## config.mk

```make
export PLATFORM = sky130hd
export DESIGN_NAME = phy_tx_serializer
export DESIGN_NICKNAME = d
export VERILOG_FILES = /design/src/rtl/phy_pkg.sv /design/src/rtl/lane_serializer.sv /design/src/rtl/phy_tx_serializer.sv
export SDC_FILE = /design/constraint.sdc
export NUM_CORES = 1
export LEC_CHECK = 0
export CAP_MARGIN = 20
export CORE_MARGIN = 1.5
export CORE_UTILIZATION = 45
export CTS_BUF_LIST = sky130_fd_sc_hd__clkbuf_16
export CTS_CLUSTER_SIZE = 10
export DETAILED_ROUTE_END_ITERATION = 10
export PLACE_DENSITY = 0.71
export SYNTH_ARGS = -nofsm -noshare
export SYNTH_HDL_FRONTEND = slang
export SYNTH_HIERARCHICAL = 1
export SYNTH_SLANG_ARGS = --single-unit
```

## constraint.sdc

```tcl
create_clock -name clk_32f -period 2.1 [get_ports clk_32f]
set_input_delay 0.63 -clock clk_32f [delete_from_list [all_inputs] [get_ports clk_32f]]
set_output_delay 0.63 -clock clk_32f [all_outputs]
set_load 0.02 [all_outputs]
```

## src/rtl/phy_pkg.sv

```systemverilog
// Shared PHY definitions: slot geometry, COM symbol, lane striping and FSM encoding.
// Used by both the transmit serializer and the receive deserializer.
package phy_pkg;

  localparam logic [7:0] COM_SYMBOL = 8'hBC;
  localparam int         SLOT_BITS  = 16;
  localparam int         NUM_LANES  = 2;
  localparam int         CNT_W      = 4;

  localparam logic [SLOT_BITS-1:0] COM_LANE = {COM_SYMBOL, COM_SYMBOL};
  localparam logic [CNT_W-1:0]     CNT_LAST = CNT_W'(SLOT_BITS - 1);

  typedef enum logic {
    ST_SYNC   = 1'b0,
    ST_ACTIVE = 1'b1
  } phy_state_e;

  // Lane 0 carries B3 then B1, lane 1 carries B2 then B0.
  function automatic logic [SLOT_BITS-1:0] lane_bytes(input logic [31:0] word, input int lane);
    logic [31:0] hi;
    logic [31:0] lo;
    hi = word >> (24 - 8 * lane);
    lo = word >> (8 - 8 * lane);
    return {hi[7:0], lo[7:0]};
  endfunction

endpackage

```

## src/rtl/lane_serializer.sv

```systemverilog
// One serial lane: parallel load of a slot word, then MSB-first shift-out.
// Output is bit W-1 of the register, so a load shows its MSB the very next cycle.
module lane_serializer #(
  parameter int W = 16
) (
  input  logic         clk,
  input  logic         rst,
  input  logic         load,
  input  logic [W-1:0] load_val,
  output logic         ser_out
);

  logic [W-1:0] sr;

  always_ff @(posedge clk or posedge rst) begin
    if (rst)       sr <= '0;
    else if (load) sr <= load_val;
    else           sr <= {sr[W-2:0], 1'b0};
  end

  assign ser_out = sr[W-1];

endmodule

```

## src/rtl/phy_tx_serializer.sv

```systemverilog
// Two-lane slot serializer: COM-only sync preamble after reset, then one
// 32-bit user word or one COM idle fill per 16-cycle slot.
module phy_tx_serializer
  import phy_pkg::*;
#(
  parameter int SYNC_SLOTS = 4
) (
  input  logic        clk_32f,
  input  logic        reset,
  input  logic [31:0] data_in,
  input  logic        valid_in,
  output logic        ready_out,
  output logic        data_out_0,
  output logic        data_out_1,
  output logic        data_slot_out
);

  localparam logic [3:0] SYNC_LAST = 4'(SYNC_SLOTS - 1);

  logic [CNT_W-1:0] cnt;
  logic [3:0]       sync_cnt;
  phy_state_e       state;
  logic             slot_load;
  logic             accept;

  logic [NUM_LANES-1:0][SLOT_BITS-1:0] load_val;
  logic [NUM_LANES-1:0]                ser;

  assign slot_load = (cnt == CNT_LAST);
  // Depends only on registers so the sender can never form a combinational loop.
  assign ready_out = (state == ST_ACTIVE) && slot_load;
  assign accept    = valid_in && ready_out;

  always_ff @(posedge clk_32f or posedge reset) begin
    if (reset) begin
      cnt           <= CNT_LAST;
      sync_cnt      <= '0;
      state         <= ST_SYNC;
      data_slot_out <= 1'b0;
    end else begin
      cnt <= cnt + 1'b1;
      if (slot_load) begin
        data_slot_out <= accept;
        if (state == ST_SYNC) begin
          // The slot loaded at this edge is the last preamble slot.
          if (sync_cnt == SYNC_LAST) state    <= ST_ACTIVE;
          else                       sync_cnt <= sync_cnt + 1'b1;
        end
      end
    end
  end

  for (genvar l = 0; l < NUM_LANES; l++) begin : g_lane
    assign load_val[l] = accept ? lane_bytes(data_in, l) : COM_LANE;

    lane_serializer #(.W(SLOT_BITS)) u_lane (
      .clk      (clk_32f),
      .rst      (reset),
      .load     (slot_load),
      .load_val (load_val[l]),
      .ser_out  (ser[l])
    );
  end

  assign data_out_0 = ser[0];
  assign data_out_1 = ser[1];

endmodule

```

## After elaboration in Yosys (flattened, before gate mapping)

Cells that the tools add are included.

- Register bits: 42
- Output and inout bits: 4
- Bits of input ports: 35
- Word-level logic and storage cells: 21

- Bitwise logic cells: 2
- Equal/unequal tests: 2
- Mux-type cells: 6
- Reduce and logical (&&, ||, !) cells: 3
- $add $sub $neg: 2

Operator list:

| cell | count |
|---|---|
| $mux 16 | 4 |
| $add 4x1->4 const B | 2 |
| $eq 4x2->1 const B | 1 |
| $eq 4x4->1 const B | 1 |
| $reduce_and 3->1 | 1 |
| $logic_and 1x1->1 | 2 |
| $mux 1 | 2 |
| $not 1->1 | 2 |

## Logic depth before layout (Yosys ltp)

Gate-level depths: netlist of run 1.

- Depth after elaboration: 5
- Gate-level depth with buffers: 7
- Depth with buffers taken out: 6

## Hierarchy

Netlist of run 1, hierarchy kept.

By module, submodules not included:

| module | sequential area each (µm²) | cells each | area each (µm²) | instances |
|---|---|---|---|---|
| lane_serializer | 400.4 | 35 | 645.6 | 2 |
| phy_tx_serializer | 255.2 | 68 | 655.6 | 1 |

## Least setup slack after synthesis of run 1

Ideal clock, no wire load.

- Path kind: flip-flop to output port
- Start point: reg cnt[0]
- End point: out ready_out
- Slack: 0.322 ns
- Data required time: 1.470 ns
- Cell stages (with the launch flop): 5
- Path buffers: 0
- Data arrival time: 1.148 ns
- Cells stage by stage: dfstp_2 -> ha_1 -> nand3_2 -> inv_2 -> and2_1

- Word-level cells in the longest chain between the ends: 2

Ends and longest elaborated chain:

| element | RTL line | RTL |
|---|---|---|
| from (decl) | phy_tx_serializer.sv:20 | `logic [CNT_W-1:0] cnt;` |
| from (signal assigned) | phy_tx_serializer.sv:41 | `cnt <= cnt + 1'b1;` |
| $eq 4x4->1 | phy_tx_serializer.sv:29 | `assign slot_load = (cnt == CNT_LAST);` |
| via slot_load | phy_tx_serializer.sv:23 | `logic slot_load;` |
| $logic_and 1x1->1 | phy_tx_serializer.sv:31 | `assign ready_out = (state == ST_ACTIVE) && slot_load;` |
| to (decl) | phy_tx_serializer.sv:12 | `output logic ready_out,` |

The timed path passes the listed nets, and every way through them passes these cells.

## Final worst setup path of run 1

Same ends and word-level chain as after synthesis.

==> flow_metrics.tcl, run 1 <==
set metrics [dict create \
    instances_no_fill 235 \
    worstReg2RegStart "cnt[0]" \
    p_total_mw 1.61 \
    leakage_power_figure_nw 1.08 \
    instance_count_after_placement_with_tap_cells_included 227 \
    net_count_after_synthesis 175 \
    layout_common_cells "sky130_fd_sc_hd__dfrtp_1 (38), sky130_fd_sc_hd__clkdlybuf4s50_1 (37), sky130_fd_sc_hd__nand2b_1 (20)" \
    synth_area_sq_um 1950 \
    clkSlewWorstSetupHoldPaths_ns 0.05 \
    grt_most_used_layer "met2" \
    slew_headroom_pct 61.3 \
    post_route_cells_drive_above_1_share_pct 31.9 \
    post_cts_setup_driven_buffer_insertion_count 0 \
    first_global_vias 1220 \
    initial_antenna_violation_count 0 \
    vdd_ir_drop_max_v 0.000400 \
    critPathMaxStageDelay_ns 0.55 \
    hold_end "g_lane[0].u_lane/sr[1]" \
    stdcell_area_sq_um 2540 \
    port_buffers 38 \
    postRouteAntennaNets 0 \
    final_weighted_congestion_in_routability_driven_placement 0.691 \
    sequential_cell_area_sq_um 1060 \
    cp_top_family "flip-flops" \
    worst_path_max_delay_cell "sky130_fd_sc_hd__dfstp_2" \
    cts.sink_count 42 \
    tightestPinTransition_ns 0.579 \
    run_status "complete, no violations" \
    hold_path_class "flop to flop" \
    post-route-period-util_pct 96.4 \
    finalCriticalPeriod_ns 2.03 \
    layout_setup_ws_ns 0.0746 \
    groute.layer.met2.usage_pct 28.5 \
    final_core_util_pct 62.2 \
    num_rows 23 \
    ys_seq_elements 42 \
    drt_pre_antenna_iters 4 \
    antennaDiodeCount 0 \
    r2r.worst_path.cells 8 \
    top_level_ports 39 \
    critical_path.cell_chain "ha_4 -> nand3_2 -> inv_2 -> and2_1 -> buf_4" \
    gr-total-overflow 0 \
    globalRouteTotalUtil_pct 17.1 \
    final_net_count 221 \
    dp_hpwl_microns 2350 \
    hold_buffers 0 \
    fmax_mhz 494 \
    synth_warn 6 \
    layout.filler_cells 323 \
    die_h_microns 68.8 \
    cts_root_buf "sky130_fd_sc_hd__clkbuf_16" \
    hold_slack_ns 0.474 \
    vias 1127 \
    power.density_nw_per_um2 633 \
    arrival_ns 1.40 \
    reg2reg_slack_ns 0.11 \
    timing.max_cap.violations 0 \
    fin_skew_ns 0.00359 \
    unrepaired_setup_endpoints_after_global_routing "yes" \
    wl_per_cell_microns 14.4 \
    dpl-instance-area_sq_um 2390 \
    first_pass_grt_wire_length_microns 5640 \
    timing.final.max_slew_violations 0 \
    met3_usage_pct 4.06 \
    cts-htree-levels 2 \
    critPathKind "flop to output port" \
    timing.critical_path.required_ns 1.47 \
    tritoncts_clock_tree "yes" \
    fp.coreArea_sq_um 4090 \
    drt_iter0_markers 86 \
    synth_top_area_cell "sky130_fd_sc_hd__dfrtp_1" \
    wirelength_microns 3400 \
    critical_path.endpoint_type "output port" \
    clock_path_buffers 2 \
    placement.setup.worst_slack_ns -0.105 \
    hold_viol 0 \
    avgViaCountPerCell 4.80 \
    cp_max_fo 2 \
    start_kind "flop" \
    floorplan.initialDensity_pct 47.6 \
    areaGrowthSynthToFinish_pct 30.6 \
    min_from "g_lane[0].u_lane/sr[0]" \
    die_area_sq_um 4730 \
    tns_ns 0 \
    synthTopCellsByArea "sky130_fd_sc_hd__dfrtp_1 (49%), sky130_fd_sc_hd__mux2_4 (14%), sky130_fd_sc_hd__mux2_2 (8.1%), sky130_fd_sc_hd__nand2b_1 (6.4%), sky130_fd_sc_hd__dfstp_2 (5.4%)" \
    cts_made_buffers 5 \
    syn_inst 138 \
    synth_seq_area_share_pct 54.2 \
    min_delay_path_depth 1 \
    multi_input_area_sq_um 805 \
    grt_max_degree 19 \
    mostFrequentLayoutCell "sky130_fd_sc_hd__dfrtp_1" \
    synth.top_cell.area_share_pct 48.8 \
    insertion_delay_ns 0.28 \
    yosysUniqueCellTypes 27 \
    synthesis.area_per_instance_sq_um 14.1 \
    worst-path-buf-inv 2 \
    crit-reg2reg-capture "g_lane[1].u_lane/sr[10]" \
    setup-violations-final 0 \
    final_routed_drc_violation_total 0 \
    global_route.usage.met1_pct 21.1 \
    die_width_microns 68.8 \
]
[per-layer routing]
| layer | up-vias | routed length [microns] |
|---|---|---|
| met2 | 22 | 1670 |
| li1 | 541 | - |
| met1 | 559 | 1520 |
| met3 | 5 | 156 |
| met4 | 0 | 46 |
| met5 | - | 0 |
[worst max-delay path by stage]
stage | from | to | cells past startpoint
floorplan | cnt[0] | ready_out | 4
global placement | cnt[0] | ready_out | 5
detailed placement | cnt[1] | ready_out | 5
CTS | cnt[0] | ready_out | 5
global route | cnt[0] | g_lane[1].u_lane/sr[10] | 8
finish | cnt[0] | ready_out | 5
[final cells by class]
class,count,area share [%]
clock inverter,3,0.492
multi-input combinational,84,31.6
inverter,5,0.738
clock buffer,5,4.92
tap,50,2.46
timing repair buffer,46,18.2
sequential,42,41.5
[cells by family after synthesis]
kind of cell / Yosys count / synth area share [%]
AO/OA/AOI/OAI: 2 / 0.836
XOR/XNOR: 4 / 1.80
adder cells (fa/ha/maj): 2 / 1.29
buffers and inverters: 12 / 5.08
flip-flops: 42 / 54.2
multiplexers: 32 / 22.0
AND/OR/NAND/NOR: 44 / 14.8
[report_power, final]
group | total (mW) | internal (mW) | switching, mW
registers | 0.810 | 0.810 | 0
logic | 0.0840 | 0.0613 | 0.0227
clock network | 0.714 | 0.429 | 0.285
total | 1.61 | 1.30 | 0.308
[sequential cells by signal (all words and copies together) (netlist names)]
| name | flops |
|---|---|
| cnt | 4 |
| data_slot_out | 1 |
| g_lane.u_lane/sr | 32 |
| state | 1 |
| sync_cnt | 4 |
[worst reg2reg max path: stages (launching register included)]
cell and delay (ns):
sky130_fd_sc_hd__dfstp_2 0.55, sky130_fd_sc_hd__ha_4 0.14, sky130_fd_sc_hd__nand3_2 0.09, sky130_fd_sc_hd__inv_2 0.07, sky130_fd_sc_hd__buf_4 0.27, sky130_fd_sc_hd__and3_4 0.28
sky130_fd_sc_hd__buf_12 0.14, sky130_fd_sc_hd__nand2b_1 0.07, sky130_fd_sc_hd__mux2_4 0.27
[synthesized netlist by cell type, drive strengths merged]
cell type	number
dfrtp	38
mux2	32
nand2b	20
and2	15
buf	7
inv	5
dfstp	4
a21o	2
ha	2
nand3	2
xnor2	2
xor2	2
and3	1
and4b	1
nand2	1
nand4	1
nor2b	1
nor3	1
nor3b	1
[timing repair]
item / CTS / global route
resized for setup: 4 / 3
pin swaps: 0 / 0
endpoints found under the setup margin: 1 / 21
Note: power is estimated with default switching activity, not from simulation.
==> run 2, diff against run 1 <==
- CELL_PAD_IN_SITES_DETAIL_PLACEMENT: unset -> 1
- CELL_PAD_IN_SITES_GLOBAL_PLACEMENT: unset -> 1
- CORE_UTILIZATION: 45 -> 41
- PLACE_DENSITY: 0.71 -> unset
- PLACE_DENSITY_LB_ADDON: unset -> 0.05
==> run 2 against run 1 <==
  * Worst hold slack better by 0.0050 ns
  * Total power about the same
  * Largest cell class unchanged
  * Final cell count up 0.85%
  * Maximum frequency up 0.18%
  * Final area down 0.39%
  * Critical path depth unchanged
  * Clock skew down 0.00091 ns
==> flow_metrics.tcl, run 2 (synthesis gave the netlist of run 1 again) <==
set metrics [dict create \
    run_status "complete, no violations" \
    regMostFlops "g_lane.u_lane/sr" \
    critPathMaxStageDelay_ns 0.53 \
    die_h_microns 71.9 \
    mostFrequentLayoutCell "sky130_fd_sc_hd__dfrtp_1" \
    grt_max_degree 23 \
    cp_max_fo 2 \
    areaGrowthSynthToFinish_pct 30.1 \
    layout_common_cells "sky130_fd_sc_hd__dfrtp_1 (38), sky130_fd_sc_hd__clkdlybuf4s50_1 (37), sky130_fd_sc_hd__nand2b_1 (20)" \
    start_kind "flop" \
    vias 1139 \
    tns_ns 0 \
    insertion_delay_ns 0.27 \
    first_global_vias 1270 \
    critical_path.cell_chain "ha_1 -> nand3_2 -> inv_2 -> and2_1 -> buf_4" \
    largest_reg_flops 32 \
    die_area_sq_um 5170 \
    critical_path.endpoint_type "output port" \
    gr-total-overflow 0 \
    r2r.worst_path.cells 6 \
    initial_antenna_violation_count 0 \
    finalCriticalPeriod_ns 2.02 \
    cp_top_family "flip-flops" \
    hold_path_class "flop to flop" \
    die_width_microns 71.9 \
    num_rows 24 \
    clock_path_buffers 2 \
    layout_top_registers "g_lane.u_lane/sr x32, cnt x4, sync_cnt x4" \
    dpl-instance-area_sq_um 2400 \
    cts_made_buffers 5 \
    wirelength_microns 3590 \
    worst_path_max_delay_cell "sky130_fd_sc_hd__dfstp_2" \
    post-route-period-util_pct 96.3 \
    setup-violations-final 0 \
    leakage_power_figure_nw 1.08 \
    instance_count_after_placement_with_tap_cells_included 229 \
    timing.final.max_slew_violations 0 \
    floorplan.initialDensity_pct 43.5 \
    cts_root_buf "sky130_fd_sc_hd__clkbuf_16" \
    post_cts_resize_count 4 \
    instances_no_fill 237 \
    wl_per_cell_microns 15.2 \
    final_net_count 221 \
    hold_viol 0 \
    top_level_ports 39 \
    final_weighted_congestion_in_routability_driven_placement 0.720 \
    arrival_ns 1.39 \
    post_route_cells_drive_above_1_share_pct 31.4 \
    dp_hpwl_microns 2580 \
    worst-path-buf-inv 2 \
    hold_buffers 0 \
    slew_headroom_pct 59.0 \
    cp.depth 5 \
    p_total_mw 1.61 \
    min_delay_path_depth 1 \
    critPathKind "flop to output port" \
    drt_pre_antenna_iters 3 \
    first_pass_grt_wire_length_microns 6180 \
    vdd_ir_drop_max_v 0.000435 \
    post_cts_setup_driven_buffer_insertion_count 0 \
    antennaDiodeCount 0 \
    unrepaired_setup_endpoints_after_global_routing "no" \
    postRouteAntennaNets 0 \
    fin_skew_ns 0.00268 \
    cts-htree-levels 2 \
    final_routed_drc_violation_total 0 \
    globalRouteTotalUtil_pct 15.8 \
    power.density_nw_per_um2 635 \
    tritoncts_clock_tree "yes" \
    drt_iter0_markers 32 \
    port_buffers 38 \
    timing.max_cap.violations 0 \
    fp.coreArea_sq_um 4470 \
    clkSlewWorstSetupHoldPaths_ns 0.06 \
    tightestPinTransition_ns 0.614 \
    timing.critical_path.required_ns 1.47 \
    avgViaCountPerCell 4.81 \
    cts.sink_count 42 \
    fmax_mhz 495 \
    stdcell_area_sq_um 2530 \
]
[run 2: cell counts in the layout (fill, tap and decap cells not counted)]
No cell type changed its count.
[run 2: report_power, final]
| part | leakage (nW) | internal, mW | switching [mW] | total, mW |
|---|---|---|---|---|
| registers | 0.475 | 0.810 | 0 | 0.810 |
| clock network | 0.0724 | 0.429 | 0.286 | 0.715 |
| logic | 0.530 | 0.0613 | 0.0231 | 0.0844 |
| total | 1.08 | 1.30 | 0.309 | 1.61 |
[run 2: worst paths after layout]
check / to / start / slack, ns
max in group asynchronous: g_lane[0].u_lane/sr[9] / reset / 0.90
worst min register to register: g_lane[1].u_lane/sr[8] / g_lane[1].u_lane/sr[7] / 0.48
worst min-delay path: g_lane[1].u_lane/sr[8] / g_lane[1].u_lane/sr[7] / 0.48
worst max register to register: g_lane[1].u_lane/sr[3] / cnt[0] / 0.12
min in group asynchronous: sync_cnt[2] / reset / 0.70
worst max-delay path: ready_out / cnt[0] / 0.08
[run 2: layer usage]
layer	vias up	share of wire, %	track usage [%]
met5	-	0	0
met4	0	0.92	4.40
met3	5	5.2	4.44
met2	27	50	25.8
met1	567	44	20.8
li1	540	-	-
[run 2: metrics by stage]
step | hold slack (ns) | worst slack (ns) | utilization [%]
2_1_floorplan | 0.425 | 0.322 | -
3_3_place_gp | 0.462 | -0.0618 | 53.6
3_5_place_dp | 0.469 | -0.0897 | 53.6
4_1_cts | 0.482 | 0.0483 | 56.5
5_1_grt | 0.497 | 0.0109 | 56.6
6_report | 0.479 | 0.0783 | 56.6
[run 2: area by class of cell]
type | count | area [sq um]
Clock buffer | 5 | 125
Tap cell | 52 | 65.1
Fill cell | 456 | 1940
Sequential cell | 42 | 1060
Timing Repair Buffer | 46 | 463
Clock inverter | 3 | 12.5
Multi-Input combinational cell | 84 | 792
Inverter | 5 | 18.8
